`src/rtl/decode_execute_reg.sv`:
```
// Decode-to-execute pipeline register with write-back bypass, load-use bubble
// insertion, execute stall hold, branch flush and a hazard bubble counter.
module decode_execute_reg #(
  parameter int XLEN   = 32,
  parameter int CTRL_W = 8
) (
  input  logic              clock,
  input  logic              reset_n,
  input  logic              id_valid,
  input  logic [XLEN-1:0]   id_pc,
  input  logic [XLEN-1:0]   id_imm,
  input  logic [CTRL_W-1:0] id_ctrl,
  input  logic [4:0]        id_addr_rs1,
  input  logic [4:0]        id_addr_rs2,
  input  logic [4:0]        id_addr_rd,
  input  logic              id_use_rs1,
  input  logic              id_use_rs2,
  input  logic              id_mem_read,
  input  logic              id_reg_write,
  input  logic [XLEN-1:0]   data_rs1,
  input  logic [XLEN-1:0]   data_rs2,
  input  logic [4:0]        wb_addr_rd,
  input  logic [XLEN-1:0]   wb_data_rd,
  input  logic              wb_write_enable,
  input  logic              ex_stall,
  input  logic              flush,
  output logic              stall_out,
  output logic              ex_valid,
  output logic [XLEN-1:0]   ex_pc,
  output logic [XLEN-1:0]   ex_imm,
  output logic [XLEN-1:0]   ex_rs1,
  output logic [XLEN-1:0]   ex_rs2,
  output logic [CTRL_W-1:0] ex_ctrl,
  output logic [4:0]        ex_addr_rs1,
  output logic [4:0]        ex_addr_rs2,
  output logic [4:0]        ex_addr_rd,
  output logic              ex_mem_read,
  output logic              ex_reg_write,
  output logic [31:0]       bubble_count
);

  logic              valid_q, valid_d;
  logic [XLEN-1:0]   pc_q, pc_d, imm_q, imm_d, rs1_q, rs1_d, rs2_q, rs2_d;
  logic [CTRL_W-1:0] ctrl_q, ctrl_d;
  logic [4:0]        addr_rs1_q, addr_rs1_d, addr_rs2_q, addr_rs2_d, addr_rd_q, addr_rd_d;
  logic              mem_read_q, mem_read_d, reg_write_q, reg_write_d;
  logic [31:0]       bubble_count_q, bubble_count_d;
  logic              hazard;

  // A same-cycle write-back wins over the register file; x0 always reads zero.
  function automatic logic [XLEN-1:0] sel_operand(
    input logic [4:0]      addr,
    input logic [XLEN-1:0] rf_data,
    input logic            wb_en,
    input logic [4:0]      wb_addr,
    input logic [XLEN-1:0] wb_data
  );
    if (wb_en && (wb_addr != 5'd0) && (wb_addr == addr)) return wb_data;
    else if (addr == 5'd0)                               return '0;
    else                                                 return rf_data;
  endfunction

  always_comb begin
    hazard = id_valid && valid_q && mem_read_q && (addr_rd_q != 5'd0) &&
             ((id_use_rs1 && (id_addr_rs1 == addr_rd_q)) ||
              (id_use_rs2 && (id_addr_rs2 == addr_rd_q))) && !flush;
  end

  assign stall_out = hazard;

  always_comb begin
    valid_d        = valid_q;
    pc_d           = pc_q;
    imm_d          = imm_q;
    rs1_d          = rs1_q;
    rs2_d          = rs2_q;
    ctrl_d         = ctrl_q;
    addr_rs1_d     = addr_rs1_q;
    addr_rs2_d     = addr_rs2_q;
    addr_rd_d      = addr_rd_q;
    mem_read_d     = mem_read_q;
    reg_write_d    = reg_write_q;
    bubble_count_d = bubble_count_q;
    if (flush) begin
      valid_d     = 1'b0;
      mem_read_d  = 1'b0;
      reg_write_d = 1'b0;
    end else if (ex_stall) begin
      // hold everything, including a pending hazard's count
    end else if (hazard) begin
      valid_d        = 1'b0;
      mem_read_d     = 1'b0;
      reg_write_d    = 1'b0;
      bubble_count_d = bubble_count_q + 32'd1;
    end else begin
      valid_d     = id_valid;
      pc_d        = id_pc;
      imm_d       = id_imm;
      rs1_d       = sel_operand(id_addr_rs1, data_rs1, wb_write_enable, wb_addr_rd, wb_data_rd);
      rs2_d       = sel_operand(id_addr_rs2, data_rs2, wb_write_enable, wb_addr_rd, wb_data_rd);
      ctrl_d      = id_ctrl;
      addr_rs1_d  = id_addr_rs1;
      addr_rs2_d  = id_addr_rs2;
      addr_rd_d   = id_addr_rd;
      mem_read_d  = id_mem_read && id_valid;
      reg_write_d = id_reg_write && id_valid;
    end
  end

  always_ff @(posedge clock or negedge reset_n) begin
    if (!reset_n) begin
      valid_q        <= 1'b0;
      pc_q           <= '0;
      imm_q          <= '0;
      rs1_q          <= '0;
      rs2_q          <= '0;
      ctrl_q         <= '0;
      addr_rs1_q     <= 5'd0;
      addr_rs2_q     <= 5'd0;
      addr_rd_q      <= 5'd0;
      mem_read_q     <= 1'b0;
      reg_write_q    <= 1'b0;
      bubble_count_q <= 32'd0;
    end else begin
      valid_q        <= valid_d;
      pc_q           <= pc_d;
      imm_q          <= imm_d;
      rs1_q          <= rs1_d;
      rs2_q          <= rs2_d;
      ctrl_q         <= ctrl_d;
      addr_rs1_q     <= addr_rs1_d;
      addr_rs2_q     <= addr_rs2_d;
      addr_rd_q      <= addr_rd_d;
      mem_read_q     <= mem_read_d;
      reg_write_q    <= reg_write_d;
      bubble_count_q <= bubble_count_d;
    end
  end

  assign ex_valid     = valid_q;
  assign ex_pc        = pc_q;
  assign ex_imm       = imm_q;
  assign ex_rs1       = rs1_q;
  assign ex_rs2       = rs2_q;
  assign ex_ctrl      = ctrl_q;
  assign ex_addr_rs1  = addr_rs1_q;
  assign ex_addr_rs2  = addr_rs2_q;
  assign ex_addr_rd   = addr_rd_q;
  assign ex_mem_read  = mem_read_q;
  assign ex_reg_write = reg_write_q;
  assign bubble_count = bubble_count_q;

endmodule

```
`config.mk`:
```
export PLATFORM = sky130hd
export DESIGN_NAME = decode_execute_reg
export DESIGN_NICKNAME = d
export VERILOG_FILES = /design/src/rtl/decode_execute_reg.sv
export SDC_FILE = /design/constraint.sdc
export NUM_CORES = 1
export LEC_CHECK = 0
export BUFFER_PORTS_ARGS = -buffer_cell sky130_fd_sc_hd__buf_2
export CAP_MARGIN = 20
export CORE_MARGIN = 5
export CORE_UTILIZATION = 40
export DETAILED_ROUTE_END_ITERATION = 12
export GPL_TIMING_DRIVEN = 1
export PLACE_DENSITY = 0.67
export SETUP_SLACK_MARGIN = 0.05
export SYNTH_ARGS = -nofsm -noshare
export SYNTH_HDL_FRONTEND = slang
export SYNTH_SLANG_ARGS = --single-unit
```
`constraint.sdc`:
```
create_clock -name clock -period 4.7 [get_ports clock]
set_input_delay 0.235 -clock clock [delete_from_list [all_inputs] [get_ports clock]]
set_output_delay 0.235 -clock clock [all_outputs]
set_load 0.01 [all_outputs]
```
* After elaboration in Yosys (flattened, before gate mapping) *
Cells that the tools add are included.

operators by class
  add/sub/neg operators = 1
  eq/ne operators = 5
  mux-type cells = 13
  bitwise operators = 3
  reductions and logical operators = 20

operators by type and width
  kind                                                              number
  32-bit two-way mux                                                4
  32-bit by 1-bit adder with 32-bit output (second input constant)  1
  5-bit == test                                                     4
  1-bit logical AND                                                 12
  5-bit logical NOT                                                 2
  5-bit nonzero test                                                2
  1-bit two-way mux                                                 9
  3-bit AND reduction                                               2
  1-bit NOT                                                         3
  2-bit by 1-bit != test with 1-bit output (second input constant)  1
  1-bit logical NOT                                                 1
  1-bit logical OR                                                  1

storage, ports and cells
  register bits = 186
  input port bits = 198
  word-level logic and storage cells = 54

* Logic depth before layout (Yosys ltp) *
  depth after elaboration = 8
  depth in mapped cells = 7

* Worst setup path after synthesis *
OpenSTA, ideal clock, no wires.

  path kind = reg2reg
  start point = register addr_rd_q[1], in the netlist ex_addr_rd[1]
  end point = register rs1_q[28], in the netlist ex_rs1[28]
  setup time = 125 ps
  arrival = 2111 ps
  required time = 4575 ps
  setup slack = 2464 ps
  cell stages (with the launch flop) = 7
  buffers on the path = 2
  cell sequence = dfrtp_1 or4_1 o21a_1 a21boi_4 buf_6 buf_6 mux2_2

between the ends
  longest elaborated chain between the ends = 7

RTL lines
  element                               RTL line  text
  start, declared                       45        logic [4:0] addr_rs1_q, addr_rs1_d, addr_rs2_q, addr_rs2_d, addr_rd_q, addr_rd_d;
  start signal, assigned                133       addr_rd_q <= addr_rd_d;
  5-bit == test (on tied branches)      65, 66
  1-bit logical AND (on tied branches)  65, 66
  1-bit logical OR                      65        ((id_use_rs1 && (id_addr_rs1 == addr_rd_q)) ||
  1-bit logical AND (*)                 64        hazard = id_valid && valid_q && mem_read_q && (addr_rd_q != 5'd0) &&
  1-bit logical AND (*)                 66        (id_use_rs2 && (id_addr_rs2 == addr_rd_q))) && !flush;
  1-bit NOT (no line) (*)               --
  3-bit AND reduction (no line) (*)     --
  end signal, assigned                  128       rs1_q <= rs1_d;
  end, declared                         43        logic [XLEN-1:0] pc_q, pc_d, imm_q, imm_d, rs1_q, rs1_d, rs2_q, rs2_d;

Mark *: on every way between the ends. The rest lies on a longest branch, timed or not.
A chain may end at the register's enable or synchronous reset.

* Worst setup path in the final report *
  start point = register addr_rd_q[4], in the netlist ex_addr_rd[4]
  end point = output stall_out

between the ends
  longest elaborated chain between the ends = 5

RTL lines
  element                               RTL line  text
  5-bit == test (on tied branches)      65, 66
  1-bit logical AND (on tied branches)  65, 66
  1-bit logical OR                      65
  1-bit logical AND (*)                 64
  1-bit logical AND (*)                 66
  end, declared                         27        output logic stall_out,

Marked as above.

==> flow_summary.toml <==
[power]
p_int_uw = 3040
vdd_drop_max_mv = 0.262
power_uw = 4180
p_switching_uw = 1130
leakage_uw = 0.00552
pwr-share-comb_pct = 19.0
seq_power_share_pct = 45.6
p_per_area_mw_per_mm2 = 381
swShare_pct = 27.1
p_clk_share_pct = 35.4

[timing]
relSlewSlack_pct = 32.5
setup_viol = 0
maxSlewViolCount = 0
hold_viol = 0
fin_setup_tns_ns = 0
whs_ns = 0.0274
fin_crit_ns = 2.73
max_freq_mhz = 366
finClkSkew_ns = 0.0106
fin_crit_sh_pct = 58.1
tightest_slew_ns = 1.01
rsz0062_at_grt = "no"

[job]
drv_cap = 0

[die]
die_area_sq_mm = 0.0235
start_util_pct = 40.5
die_w_um = 153
pin_count = 385
die_h_um = 153
fp.coreArea_sq_mm = 0.0202
fp-row-count = 52

[clock_network]
cts_buffers = 17
postCtsHoldBufs = 1
post-cts-setup-buffer-count = 0
clock_sinks = 186
clock_path_buffers = 2
insertion_delay_ns = 0.42
root_buffer = "clkbuf_16"
cts_tree = "yes"
cts_max_level = 4
cts_resized = 0
path_clk_slew_ns = 0.07

[final_layout]
layout-drive-gt1-share_pct = 53.2
syn_to_final_growth_pct = 33.8
nets = 1172

[setup_path]
criticalPathCategory = "reg -> out"
crit_arrival_ns = 2.50
cpPeakStageDelay_ns = 0.80
critPathCaptureType = "primary output"
startpoint_type = "flop"
crit_required_ns = 4.47
reg2reg_from = "ex_addr_rd[4]"
cp_cell_sequence = "xnor2_1 -> nand4_1 -> o22ai_1 -> nand2_1 -> nor2_1 -> buf_2"
path_max_fanout = 11
critPathSlowestCell = "o22ai_1"
critPathLaunch = "ex_addr_rd[4]"

[global_routing]
grt_max_degree = 97
grt_pass1_wl_um = 38200
antenna_found_initial = 4
grt_usage_pct = 20.4
first_global_vias = 6707
grt_overflow = 0

[route]
finalWirelength_um = 24500
wire_per_inst_um = 19.4
ant_nets = 0
drc = 0
via_per_inst = 5.16
num_vias = 6491
drtPass1Iterations = 4
drtIter0Drc = 258

[yosys]
synthCells = 593
synthDistinctLibCells = 35
syn_area_sq_mm = 0.00820
async_reset_ff_share_pct = 100
ys_ff_latch = 186
ys.flop_type = "dfrtp_1"
synthesis.nets = 792
synth_warnings = 0
synth-edff-count = 0
avgSynthCellArea_sq_um = 13.8
synth_seq_area_share_pct = 56.8

[placed_design]
place.gp.congestion = 0.847
numPortBuffers = 384
hpwl_um = 18200

[status]
status = "finished, final reports clean"

[min_path]
hp-start = "id_imm[9]"
hold_class = "in -> reg"
[layer usage]
metal / vias up / part of all wire, % / track usage, %
met1: 3247 / 40 / 25.0
met3: 28 / 8.0 / 6.47
met4: 2 / 1.8 / 6.49
met5: - / 0.053 / 0
li1: 2940 / - / -
met2: 274 / 50 / 34.4
[power by group through the flow]
stage	Sequential, uW	Combinational (uW)	Clock, uW
global route	1930	860	1580
global placement	1920	790	0
floorplan	2030	284	0
finish	1900	792	1480
CTS	1900	806	1520
detailed placement	1930	802	0
[state kept, by name (all words and copies together), names as in the netlist]
register      count
ex_addr_rd        5
ex_reg_write      1
ex_pc            32
bubble_count     32
ex_imm           32
ex_valid          1
ex_ctrl           8
ex_addr_rs1       5
ex_addr_rs2       5
ex_rs1           32
ex_rs2           32
ex_mem_read       1
[kinds of logic after synthesis]
kind of cell / synth area share [%]
muxes: 20.9
buffers and inverters: 2.59
DFF: 56.8
AOI/OAI and AO/OA: 8.04
and+or+nand+nor: 6.09
xor gates and xnor gates: 5.45
adders and majority gates: 0.153
[synthesized netlist by cell type, drive strengths merged, types with 2 or more instances]
library cell / instances / area share (%)
buf: 21 / 2.0
or2: 2 / 0.15
o21ai: 3 / 0.18
nand4: 9 / 0.69
nor4: 10 / 0.76
o31a: 2 / 0.21
and3: 4 / 0.31
o211ai: 2 / 0.18
xnor2: 30 / 3.2
a22o: 64 / 6.8
nor2: 10 / 0.46
nor4b: 3 / 0.32
clkbuf: 11 / 0.50
nand3: 13 / 0.79
nor3: 10 / 0.61
or4: 2 / 0.18
dfrtp: 186 / 57
and2: 2 / 0.15
mux2: 152 / 21
xor2: 21 / 2.2
and4: 2 / 0.21
nand2: 23 / 1.1
[path summary, 6_finish.rpt]
path	endpoint	slack, ns	cells past startpoint
hold reg to reg	bubble_count[31]	0.47	1
min in group asynchronous	ex_rs2[0]	0.47	2
setup reg to reg	ex_rs1[19]	2.06	6
max in group asynchronous	ex_addr_rd[1]	3.00	3
hold / removal	ex_imm[9]	0.03	2
setup / recovery	stall_out	1.97	6
[layout make-up]
type | count | area [sq um]
antenna | 4 | 10.0
clock inverter | 12 | 164
fill | 1790 | 9270
inverter | 1 | 3.75
clock buffer | 19 | 433
tap | 270 | 338
multi-input combinational | 374 | 3340
timing repair buffer | 393 | 2030
sequential | 186 | 4650
[worst max-delay path, delay by kind of cell (launching register included)]
kind / cells / cell delay (ns)
simple gates: 3 / 0.51
buf+inv: 1 / 0.15
xor+xnor: 1 / 0.18
compound gates: 1 / 0.80
flops: 1 / 0.44
[through the flow]
stage / utilization, % / cell area [sq um] / instances / setup slack [ns]
5_1_grt: 54.2 / 11000 / 1258 / 1.81
2_1_floorplan: - / 8200 / 593 / 2.46
3_3_place_gp: 51.2 / 10400 / 1223 / 2.20
6_report: 54.2 / 11000 / 1259 / 1.97
3_5_place_dp: 51.2 / 10400 / 1223 / 2.16
4_1_cts: 54.2 / 11000 / 1255 / 2.00
[cells in the final DEF (no fill, tap or decap), drive strengths merged, types with 4 or more instances in the layout]
| cell type | synthesis | layout |
|---|---|---|
| xor2 | 21 | 21 |
| nor2 | 10 | 10 |
| and3 | 4 | 4 |
| nand3 | 13 | 13 |
| clkbuf | 11 | 20 |
| inv | 1 | 5 |
| diode | 0 | 4 |
| nand2 | 23 | 23 |
| buf | 21 | 391 |
| nor4 | 10 | 10 |
| nor3 | 10 | 10 |
| dfrtp | 186 | 186 |
| a22o | 64 | 64 |
| xnor2 | 30 | 30 |
| mux2 | 152 | 152 |
| nand4 | 9 | 9 |
Power figures use the tool's default switching activity.
